## config.mk

```make
export PLATFORM = sky130hd
export DESIGN_NAME = tag_lookup_issue_flat
export DESIGN_NICKNAME = d
export VERILOG_FILES = /design/src/rtl/tag_lookup_issue_if.sv /design/src/rtl/tag_lookup_issue.sv /design/src/flat_wrapper.sv
export SDC_FILE = /design/constraint.sdc
export NUM_CORES = 1
export LEC_CHECK = 0
export BUFFER_PORTS_ARGS = -buffer_cell sky130_fd_sc_hd__buf_2
export CELL_PAD_IN_SITES_DETAIL_PLACEMENT = 1
export CELL_PAD_IN_SITES_GLOBAL_PLACEMENT = 1
export CORE_UTILIZATION = 31
export DETAILED_ROUTE_END_ITERATION = 7
export HOLD_SLACK_MARGIN = 0.03
export PLACE_DENSITY_LB_ADDON = 0.1
export SYNTH_ARGS = -nofsm -noshare
export SYNTH_HDL_FRONTEND = slang
export SYNTH_SLANG_ARGS = --single-unit
```

## constraint.sdc

```tcl
create_clock -name clk -period 2.33 [get_ports clk]
set_clock_uncertainty 0.05 [all_clocks]
set_input_delay 0.233 -clock clk [delete_from_list [all_inputs] [get_ports clk]]
set_output_delay 0.233 -clock clk [all_outputs]
set_load 0.005 [all_outputs]
```

## src/rtl/tag_lookup_issue_if.sv

```systemverilog
// Bus bundle for the tag lookup issue stage: host AR/AW requests, DRAM AR channel,
// tag FIFO push side and the comparator retire pulse.
`ifndef AXI_ADDR_WIDTH
`define AXI_ADDR_WIDTH 32
`endif
`ifndef AXI_ID_WIDTH
`define AXI_ID_WIDTH 4
`endif

interface tag_lookup_issue_if #(
  parameter int ADDR_WIDTH = `AXI_ADDR_WIDTH,
  parameter int ID_WIDTH   = `AXI_ID_WIDTH
);
  logic [ID_WIDTH-1:0]           s_arid_i;
  logic [ADDR_WIDTH-1:0]         s_araddr_i;
  logic                          s_arvalid_i;
  logic                          s_arready_o;
  logic [ID_WIDTH-1:0]           s_awid_i;
  logic [ADDR_WIDTH-1:0]         s_awaddr_i;
  logic                          s_awvalid_i;
  logic                          s_awready_o;
  logic [ID_WIDTH-1:0]           m_arid_o;
  logic [ADDR_WIDTH-1:0]         m_araddr_o;
  logic [7:0]                    m_arlen_o;
  logic                          m_arvalid_o;
  logic                          m_arready_i;
  logic                          tag_fifo_afull_i;
  logic                          tag_fifo_wren_o;
  logic [ADDR_WIDTH+ID_WIDTH:0]  tag_fifo_data_o;
  logic                          lookup_done_i;

  // The lookup stage itself
  modport slave (
    input  s_arid_i, s_araddr_i, s_arvalid_i,
    output s_arready_o,
    input  s_awid_i, s_awaddr_i, s_awvalid_i,
    output s_awready_o,
    output m_arid_o, m_araddr_o, m_arlen_o, m_arvalid_o,
    input  m_arready_i,
    input  tag_fifo_afull_i,
    output tag_fifo_wren_o, tag_fifo_data_o,
    input  lookup_done_i
  );

  // The surrounding host / DRAM / FIFO environment
  modport master (
    output s_arid_i, s_araddr_i, s_arvalid_i,
    input  s_arready_o,
    output s_awid_i, s_awaddr_i, s_awvalid_i,
    input  s_awready_o,
    input  m_arid_o, m_araddr_o, m_arlen_o, m_arvalid_o,
    output m_arready_i,
    output tag_fifo_afull_i,
    input  tag_fifo_wren_o, tag_fifo_data_o,
    output lookup_done_i
  );
endinterface

```

## src/rtl/tag_lookup_issue.sv

```systemverilog
// DRAM-cache front end: arbitrates host AR/AW requests, issues one DRAM read burst per
// request for the indexed set, and pushes the request descriptor to the tag FIFO.
`ifndef AXI_ADDR_WIDTH
`define AXI_ADDR_WIDTH 32
`endif
`ifndef AXI_ID_WIDTH
`define AXI_ID_WIDTH 4
`endif
`ifndef INDEX_WIDTH
`define INDEX_WIDTH 16
`endif
`ifndef OFFSET_WIDTH
`define OFFSET_WIDTH 6
`endif

module tag_lookup_issue #(
  parameter int ADDR_WIDTH      = `AXI_ADDR_WIDTH,
  parameter int ID_WIDTH        = `AXI_ID_WIDTH,
  parameter int INDEX_WIDTH     = `INDEX_WIDTH,
  parameter int OFFSET_WIDTH    = `OFFSET_WIDTH,
  parameter int BURST_LEN       = 8,
  parameter int MAX_OUTSTANDING = 4
) (
  input  logic          clk,
  input  logic          rst_n,
  tag_lookup_issue_if.slave bus
);

  localparam int CNT_W = $clog2(MAX_OUTSTANDING + 1);
  localparam logic [ADDR_WIDTH-1:0] ONE = ADDR_WIDTH'(1);
  localparam logic [ADDR_WIDTH-1:0] SET_MASK =
    ((ONE << (INDEX_WIDTH + OFFSET_WIDTH)) - ONE) & ~((ONE << OFFSET_WIDTH) - ONE);
  localparam logic [7:0] ARLEN = 8'(BURST_LEN - 1);
  localparam logic [CNT_W-1:0] CNT_MAX = CNT_W'(MAX_OUTSTANDING);

  typedef enum logic {
    S_IDLE,
    S_ISSUE
  } state_t;

  state_t                state;
  state_t                state_next;
  logic                  cap_is_write;
  logic [ID_WIDTH-1:0]   cap_id;
  logic [ADDR_WIDTH-1:0] cap_addr;
  logic [CNT_W-1:0]      outstanding;
  logic                  rr_prio;
  logic                  can_accept;
  logic                  grant_read;
  logic                  grant_write;
  logic                  issue_hs;
  logic                  retire;

  // rst_n is folded in so the host readys drop the instant reset asserts
  assign can_accept = rst_n && !bus.tag_fifo_afull_i && (outstanding < CNT_MAX);
  assign retire     = bus.lookup_done_i && (outstanding != '0);

  always_comb begin
    state_next          = state;
    grant_read          = 1'b0;
    grant_write         = 1'b0;
    issue_hs            = 1'b0;
    bus.s_arready_o     = 1'b0;
    bus.s_awready_o     = 1'b0;
    bus.m_arvalid_o     = 1'b0;
    bus.m_arid_o        = '0;
    bus.m_araddr_o      = '0;
    bus.m_arlen_o       = '0;
    bus.tag_fifo_wren_o = 1'b0;
    bus.tag_fifo_data_o = '0;
    case (state)
      S_IDLE: begin
        if (can_accept) begin
          // rr_prio == 0 favours reads when both sides are requesting
          if (bus.s_arvalid_i && (!bus.s_awvalid_i || !rr_prio)) begin
            grant_read = 1'b1;
          end else if (bus.s_awvalid_i) begin
            grant_write = 1'b1;
          end
        end
        bus.s_arready_o = grant_read;
        bus.s_awready_o = grant_write;
        if (grant_read || grant_write) begin
          state_next = S_ISSUE;
        end
      end
      S_ISSUE: begin
        bus.m_arvalid_o = 1'b1;
        bus.m_arid_o    = cap_id;
        bus.m_araddr_o  = cap_addr & SET_MASK;
        bus.m_arlen_o   = ARLEN;
        if (bus.m_arready_i) begin
          issue_hs            = 1'b1;
          bus.tag_fifo_wren_o = 1'b1;
          bus.tag_fifo_data_o = {cap_is_write, cap_id, cap_addr};
          state_next          = S_IDLE;
        end
      end
      default: state_next = S_IDLE;
    endcase
  end

  always_ff @(posedge clk or negedge rst_n) begin
    if (!rst_n) begin
      state <= S_IDLE;
    end else begin
      state <= state_next;
    end
  end

  always_ff @(posedge clk or negedge rst_n) begin
    if (!rst_n) begin
      cap_is_write <= 1'b0;
      cap_id       <= '0;
      cap_addr     <= '0;
      rr_prio      <= 1'b0;
    end else if (grant_read) begin
      cap_is_write <= 1'b0;
      cap_id       <= bus.s_arid_i;
      cap_addr     <= bus.s_araddr_i;
      rr_prio      <= 1'b1;
    end else if (grant_write) begin
      cap_is_write <= 1'b1;
      cap_id       <= bus.s_awid_i;
      cap_addr     <= bus.s_awaddr_i;
      rr_prio      <= 1'b0;
    end
  end

  // Simultaneous issue and retire leave the count unchanged
  always_ff @(posedge clk or negedge rst_n) begin
    if (!rst_n) begin
      outstanding <= '0;
    end else if (issue_hs && !retire) begin
      outstanding <= outstanding + CNT_W'(1);
    end else if (retire && !issue_hs) begin
      outstanding <= outstanding - CNT_W'(1);
    end
  end

endmodule
```

## src/flat_wrapper.sv

```systemverilog
// flat-port wrapper written by rule: the top's interface ports become plain ports
module tag_lookup_issue_flat 
#(
  parameter int ADDR_WIDTH      = `AXI_ADDR_WIDTH,
  parameter int ID_WIDTH        = `AXI_ID_WIDTH,
  parameter int INDEX_WIDTH     = `INDEX_WIDTH,
  parameter int OFFSET_WIDTH    = `OFFSET_WIDTH,
  parameter int BURST_LEN       = 8,
  parameter int MAX_OUTSTANDING = 4
)
  (clk, rst_n, bus_s_arid_i, bus_s_araddr_i, bus_s_arvalid_i, bus_s_arready_o, bus_s_awid_i, bus_s_awaddr_i, bus_s_awvalid_i, bus_s_awready_o, bus_m_arid_o, bus_m_araddr_o, bus_m_arlen_o, bus_m_arvalid_o, bus_m_arready_i, bus_tag_fifo_afull_i, bus_tag_fifo_wren_o, bus_tag_fifo_data_o, bus_lookup_done_i);
  tag_lookup_issue_if #(.ADDR_WIDTH(ADDR_WIDTH), .ID_WIDTH(ID_WIDTH)) bus_i ();
  input  logic clk;
  input  logic rst_n;
  input wire logic [$bits(bus_i.s_arid_i)-1:0] bus_s_arid_i;
  input wire logic [$bits(bus_i.s_araddr_i)-1:0] bus_s_araddr_i;
  input wire logic [$bits(bus_i.s_arvalid_i)-1:0] bus_s_arvalid_i;
  output wire logic [$bits(bus_i.s_arready_o)-1:0] bus_s_arready_o;
  input wire logic [$bits(bus_i.s_awid_i)-1:0] bus_s_awid_i;
  input wire logic [$bits(bus_i.s_awaddr_i)-1:0] bus_s_awaddr_i;
  input wire logic [$bits(bus_i.s_awvalid_i)-1:0] bus_s_awvalid_i;
  output wire logic [$bits(bus_i.s_awready_o)-1:0] bus_s_awready_o;
  output wire logic [$bits(bus_i.m_arid_o)-1:0] bus_m_arid_o;
  output wire logic [$bits(bus_i.m_araddr_o)-1:0] bus_m_araddr_o;
  output wire logic [$bits(bus_i.m_arlen_o)-1:0] bus_m_arlen_o;
  output wire logic [$bits(bus_i.m_arvalid_o)-1:0] bus_m_arvalid_o;
  input wire logic [$bits(bus_i.m_arready_i)-1:0] bus_m_arready_i;
  input wire logic [$bits(bus_i.tag_fifo_afull_i)-1:0] bus_tag_fifo_afull_i;
  output wire logic [$bits(bus_i.tag_fifo_wren_o)-1:0] bus_tag_fifo_wren_o;
  output wire logic [$bits(bus_i.tag_fifo_data_o)-1:0] bus_tag_fifo_data_o;
  input wire logic [$bits(bus_i.lookup_done_i)-1:0] bus_lookup_done_i;
  assign bus_i.s_arid_i = bus_s_arid_i;
  assign bus_i.s_araddr_i = bus_s_araddr_i;
  assign bus_i.s_arvalid_i = bus_s_arvalid_i;
  assign bus_s_arready_o = bus_i.s_arready_o;
  assign bus_i.s_awid_i = bus_s_awid_i;
  assign bus_i.s_awaddr_i = bus_s_awaddr_i;
  assign bus_i.s_awvalid_i = bus_s_awvalid_i;
  assign bus_s_awready_o = bus_i.s_awready_o;
  assign bus_m_arid_o = bus_i.m_arid_o;
  assign bus_m_araddr_o = bus_i.m_araddr_o;
  assign bus_m_arlen_o = bus_i.m_arlen_o;
  assign bus_m_arvalid_o = bus_i.m_arvalid_o;
  assign bus_i.m_arready_i = bus_m_arready_i;
  assign bus_i.tag_fifo_afull_i = bus_tag_fifo_afull_i;
  assign bus_tag_fifo_wren_o = bus_i.tag_fifo_wren_o;
  assign bus_tag_fifo_data_o = bus_i.tag_fifo_data_o;
  assign bus_i.lookup_done_i = bus_lookup_done_i;
  tag_lookup_issue #(.ADDR_WIDTH(ADDR_WIDTH), .ID_WIDTH(ID_WIDTH), .INDEX_WIDTH(INDEX_WIDTH), .OFFSET_WIDTH(OFFSET_WIDTH), .BURST_LEN(BURST_LEN), .MAX_OUTSTANDING(MAX_OUTSTANDING)) u_core (.clk(clk), .rst_n(rst_n), .bus(bus_i));
endmodule
```

# Yosys cells after proc, flatten, opt, wreduce, memory -nomap -nowiden
# Index checks and enable logic that the tools add are counted.
totals:
  ff_bits: 42
  output_inout_bits: 85
  word_cells: 56
op_classes:
  add_sub_neg: 2
  n_lt_le_gt_ge: 1
  n_mux: 30
  bitwise: 1
  reduce_logical: 16
op_table:
  columns: ["cell", "n"]
  rows:
  - ["37-bit 2-to-1 mux", 2]
  - ["32-bit 2-to-1 mux", 2]
  - ["22-bit 2-to-1 mux", 1]
  - ["1-bit 2-to-1 mux", 18]
  - ["4-bit 2-to-1 mux", 3]
  - ["3-bit 2-to-1 mux", 3]
  - ["1-bit logical AND", 6]
  - ["1-bit zero test", 5]
  - ["2-bit nonzero test", 2]
  - ["3-bit by 1-bit adder with 3-bit output (second input constant)", 1]
  - ["3-bit less-than comparator (second input constant)", 1]
  - ["3-bit nonzero test", 1]
  - ["3-bit by 1-bit subtractor with 3-bit output (second input constant)", 1]
  - ["1-bit logical OR", 2]
  - ["1-bit one-hot mux with 2 select lines", 1]
  - ["1-bit NOT", 1]

# Logic depth before layout (Yosys ltp)
depth:
  ltp_word: 9
  ltp_mapped: 9

# Worst setup path after synthesis
# OpenSTA, ideal clock, no wires.
synth_path:
  path_type: "flip-flop to flip-flop"
  from: "reg u_core.state"
  to: "reg u_core.outstanding[2]"
  setup_time_ns: 0.079
  t_arrival_ns: 1.948
  slack_ns: 0.253
  stages_incl_launch_ff: 9
  path_buffers: 1
  path_cell_list: "dfrtp_1 clkbuf_1 and2_1 ha_1 inv_1 fa_1 xor2_1 nor2_1 xor2_1"
synth_via:
  elab_chain_cells: 4
synth_lines:
  columns: ["element", "line_no", "source"]
  rows:
  - ["from (decl)", "tag_lookup_issue.sv:41", "state_t state;"]
  - ["from (signal assigned)", "tag_lookup_issue.sv:107", "state <= state_next;"]
  - ["1-bit 2-to-1 mux (*)", null, null]
  - ["named net bus_tag_fifo_wren_o", "flat_wrapper.sv:29", "output wire logic [$bits(bus_i.tag_fifo_wren_o)-1:0] bus_tag_fifo_wren_o;"]
  - ["1-bit zero test", "tag_lookup_issue.sv:136", "end else if (retire && !issue_hs) begin"]
  - ["1-bit logical AND", "tag_lookup_issue.sv:136", null]
  - ["2-bit nonzero test (no line)", null, null]
  - ["to (signal assigned)", "tag_lookup_issue.sv:135", "outstanding <= outstanding + CNT_W'(1);"]
  - ["to (signal assigned)", "tag_lookup_issue.sv:137", "outstanding <= outstanding - CNT_W'(1);"]
  - ["to (decl)", "tag_lookup_issue.sv:46", "logic [CNT_W-1:0] outstanding;"]
# The timed path passes the listed nets; every way through them passes the cells marked *.
# A chain may end at the register's enable or synchronous reset.

# Worst setup path after layout
layout_path:
  from: "reg u_core.outstanding[2]"
  to: "reg u_core.outstanding[2]"
layout_via:
  elab_chain_cells: 5
layout_lines:
  columns: ["element"]
  rows:
  - ["branches (longest 5 deep; another with 3-bit by 1-bit subtractor with 3-bit output)"]
# Parallel ways; which one is timed is not known. The select of a mux whose other input is x is not followed.

==> metrics.txt <==
synthesized netlist cell count 250; worst min-delay path startpoint bus_s_awvalid_i; number of nets in the layout 457; final wirelength 7840 µm; unrepaired setup endpoints after global routing false; Worst Setup Start Kind flip-flop; minimum clock period 2040 ps; CP startpoint u_core.outstanding[2]; peak ir drop on the vdd network between 0.3 and 0.4 mV; r2r startpoint u_core.outstanding[2]; vias after detailed routing 2462; number of detailed-route iterations in the first pass 4; number of top-level design ports ~160; post-place instance area 3300 µm²; number of buffers inserted during clock tree synthesis 5; Fmax 489 MHz; post-synthesis to final-layout area growth 30.7%; final setup TNS 0 ps; netlist area before placement 2610 µm²; number of global-route vias before repair 2351; final cell area excluding filler cells about 3400 µm²; detailed-placement wirelength estimate about 5500 µm; most used flip-flop cell after synthesis sky130_fd_sc_hd__dfrtp_1; routability-driven placement congestion ratio slightly below 0.7; H-tree lvl count 2; number of synthesized register bits 42; global-route usage over all layers 0.180; number of antenna violations at the first check in global routing 0; fraction of registers with async set/reset 1.00; post-placement setup slack 332 ps; leftover overflow at the end of global routing 0; number of setup violations in the final report 0; count of antenna-violating nets left after detailed routing 0; power density over cell area about 900 nW/µm²; pin slew with the least headroom to its limit 749 ps; TritonCTS Sinks 42; initial cell density of the core 0.319; Port Buf Inserts 142; global-route wire length before repair ~12000 µm; Netlist cell types 30; floorplan core area 8180 µm²; Root Buffer Master sky130_fd_sc_hd__clkbuf_8; Max-Cap Viols 0; CTS clk-pin slew, worst paths approximately 80 ps; Die Wd 93.7 µm; number of remaining DRC errors 0; category of the worst setup path capture point flip-flop; worst relative slew slack 0.501; Diodes inserted 0; pin count of the biggest net entering global routing 43; warnings from Yosys 0; data required time of the critical path 2490 ps; largest driver fanout on the critical path 3; max-slew violation count 0; insertion delay of the later-clocked pin in the worst-skew pair 290 ps; worst setup path class flip-flop to flip-flop; std cell rows 33; run status completed; post-synthesis sequential area ratio 0.403; Post-synth EDFFs 0; wire per inst 16.3 µm; CP arrival 2210 ps; ratio of final minimum period to clock period 0.877; DRC marker count from the first detailed-route iteration 55; share of cells above drive strength 1 0.462; hold violation count in the final report 0; Tightest Hold Check Type input port to flip-flop; filler instances 997; number of buffers on the longest clock path 2; post-CTS repair timing setup buffer count 0; post-synthesis area per instance around 10 µm²; die area 8780 µm²; TritonCTS clock tree built; mean number of vias per cell between 5 and 6; chip height 93.7 µm; post-layout worst setup margin ~290 ps; leakage power 1.83 nW
-- layout by cell type (no fill, tap or decap), drive strengths merged --
| master | n |
|---|---|
| xnor2 | 1 |
| dfrtp | 42 |
| o21a | 1 |
| fa | 1 |
| o32ai | 36 |
| a21oi | 1 |
| o31ai | 1 |
| ha | 1 |
| o221a | 1 |
| clkinv | 1 |
| nor4b | 1 |
| conb | 21 |
| a21bo | 1 |
| nor3 | 1 |
| a21o | 1 |
| inv | 4 |
| a21boi | 1 |
| a2bb2oi | 36 |
| and2 | 21 |
| buf | 151 |
| clkbuf | 7 |
| and3 | 37 |
| xor2 | 2 |
| dlygate4sd3 | 1 |
| nand2 | 1 |
| a31oi | 1 |
| nor2b | 1 |
| mux2 | 1 |
| nor2 | 2 |
-- synth_stat cells (all sizes together) (2+ instances only) --
master,n,area share
clkbuf,22,0.032
xor2,2,0.0067
dfrtp,42,0.40
buf,31,0.086
and2,21,0.050
nor2,2,0.0029
inv,4,0.0058
a2bb2oi,36,0.14
and3,37,0.089
o32ai,36,0.12
-- where the power goes --
group	total (mW)	internal, mW	switching (mW)
Combinational	1.27	0.699	0.573
Sequential	1.33	1.08	0.253
Clock	0.478	0.239	0.239
-- final timing paths --
| check | to | slack, ps | cells after the start |
|---|---|---|---|
| min reg2reg | u_core.cap_addr[12] | 490 | 1 |
| min | u_core.rr_prio | 150 | 2 |
| min in group asynchronous | u_core.outstanding[2] | 540 | 3 |
| max | u_core.outstanding[2] | 290 | 7 |
| max reg2reg | u_core.outstanding[2] | 290 | 7 |
| max in group asynchronous | u_core.cap_addr[11] | 1330 | 3 |
-- state kept, by name, indices dropped and copies added, names as in the netlist --
name	cells
u_core.cap_id	4
u_core.outstanding	3
u_core.cap_addr	32
u_core.cap_is_write	1
u_core.rr_prio	1
u_core.state	1
-- layout make-up --
| class | count | area (µm²) | share of cell area |
|---|---|---|---|
| tap | 105 | 131 | 0.0386 |
| timing repair buffer | 152 | 801 | 0.235 |
| sequential | 42 | 1050 | 0.309 |
| clock inverter | 1 | 5.00 | 0.00147 |
| multi-input combinational | 171 | 1320 | 0.386 |
| clock buffer | 7 | 86.3 | 0.0253 |
| inverter | 4 | 15.0 | 0.00441 |
-- timing repair --
action	CTS	global route
gates resized for setup	0	0
hold buffers	1	0
endpoints found under the hold margin	42	0
-- kinds of logic after synthesis --
family          Yosys count  share of synthesized area
flops                    42                      0.403
fa+ha+maj                 2                     0.0125
other cells               1                    0.00144
compound gates           80                      0.288
mux                       1                    0.00432
buf+inv                  57                      0.124
simple gates             64                      0.157
xor+xnor                  3                     0.0101
-- per-stage QoR --
stage	hold WS, ps	util	std cells	total power [mW]
6_report	155	0.417	482	3.08
5_1_grt	149	0.417	482	3.31
4_1_cts	138	0.417	482	3.14
3_5_place_dp	327	0.404	473	2.64
3_3_place_gp	331	0.404	473	2.58
2_1_floorplan	-113	-	270	2.17
-- layer usage --
layer,vias to the layer above,GRT usage,wire length (µm)
met5,-,0,0
met4,0,0.0423,64
met3,5,0.0356,484
met2,90,0.307,3920
met1,1205,0.233,3370
li1,1162,-,-
-- critical path: stages, from the launching register on --
cell and delay [ps]:
sky130_fd_sc_hd__dfrtp_1 430, sky130_fd_sc_hd__o31ai_1 300, sky130_fd_sc_hd__ha_1 240, sky130_fd_sc_hd__inv_1 70
sky130_fd_sc_hd__fa_1 440, sky130_fd_sc_hd__xor2_1 160, sky130_fd_sc_hd__nor2_1 120, sky130_fd_sc_hd__xor2_1 160
Note: power is estimated with default switching activity, not from simulation.
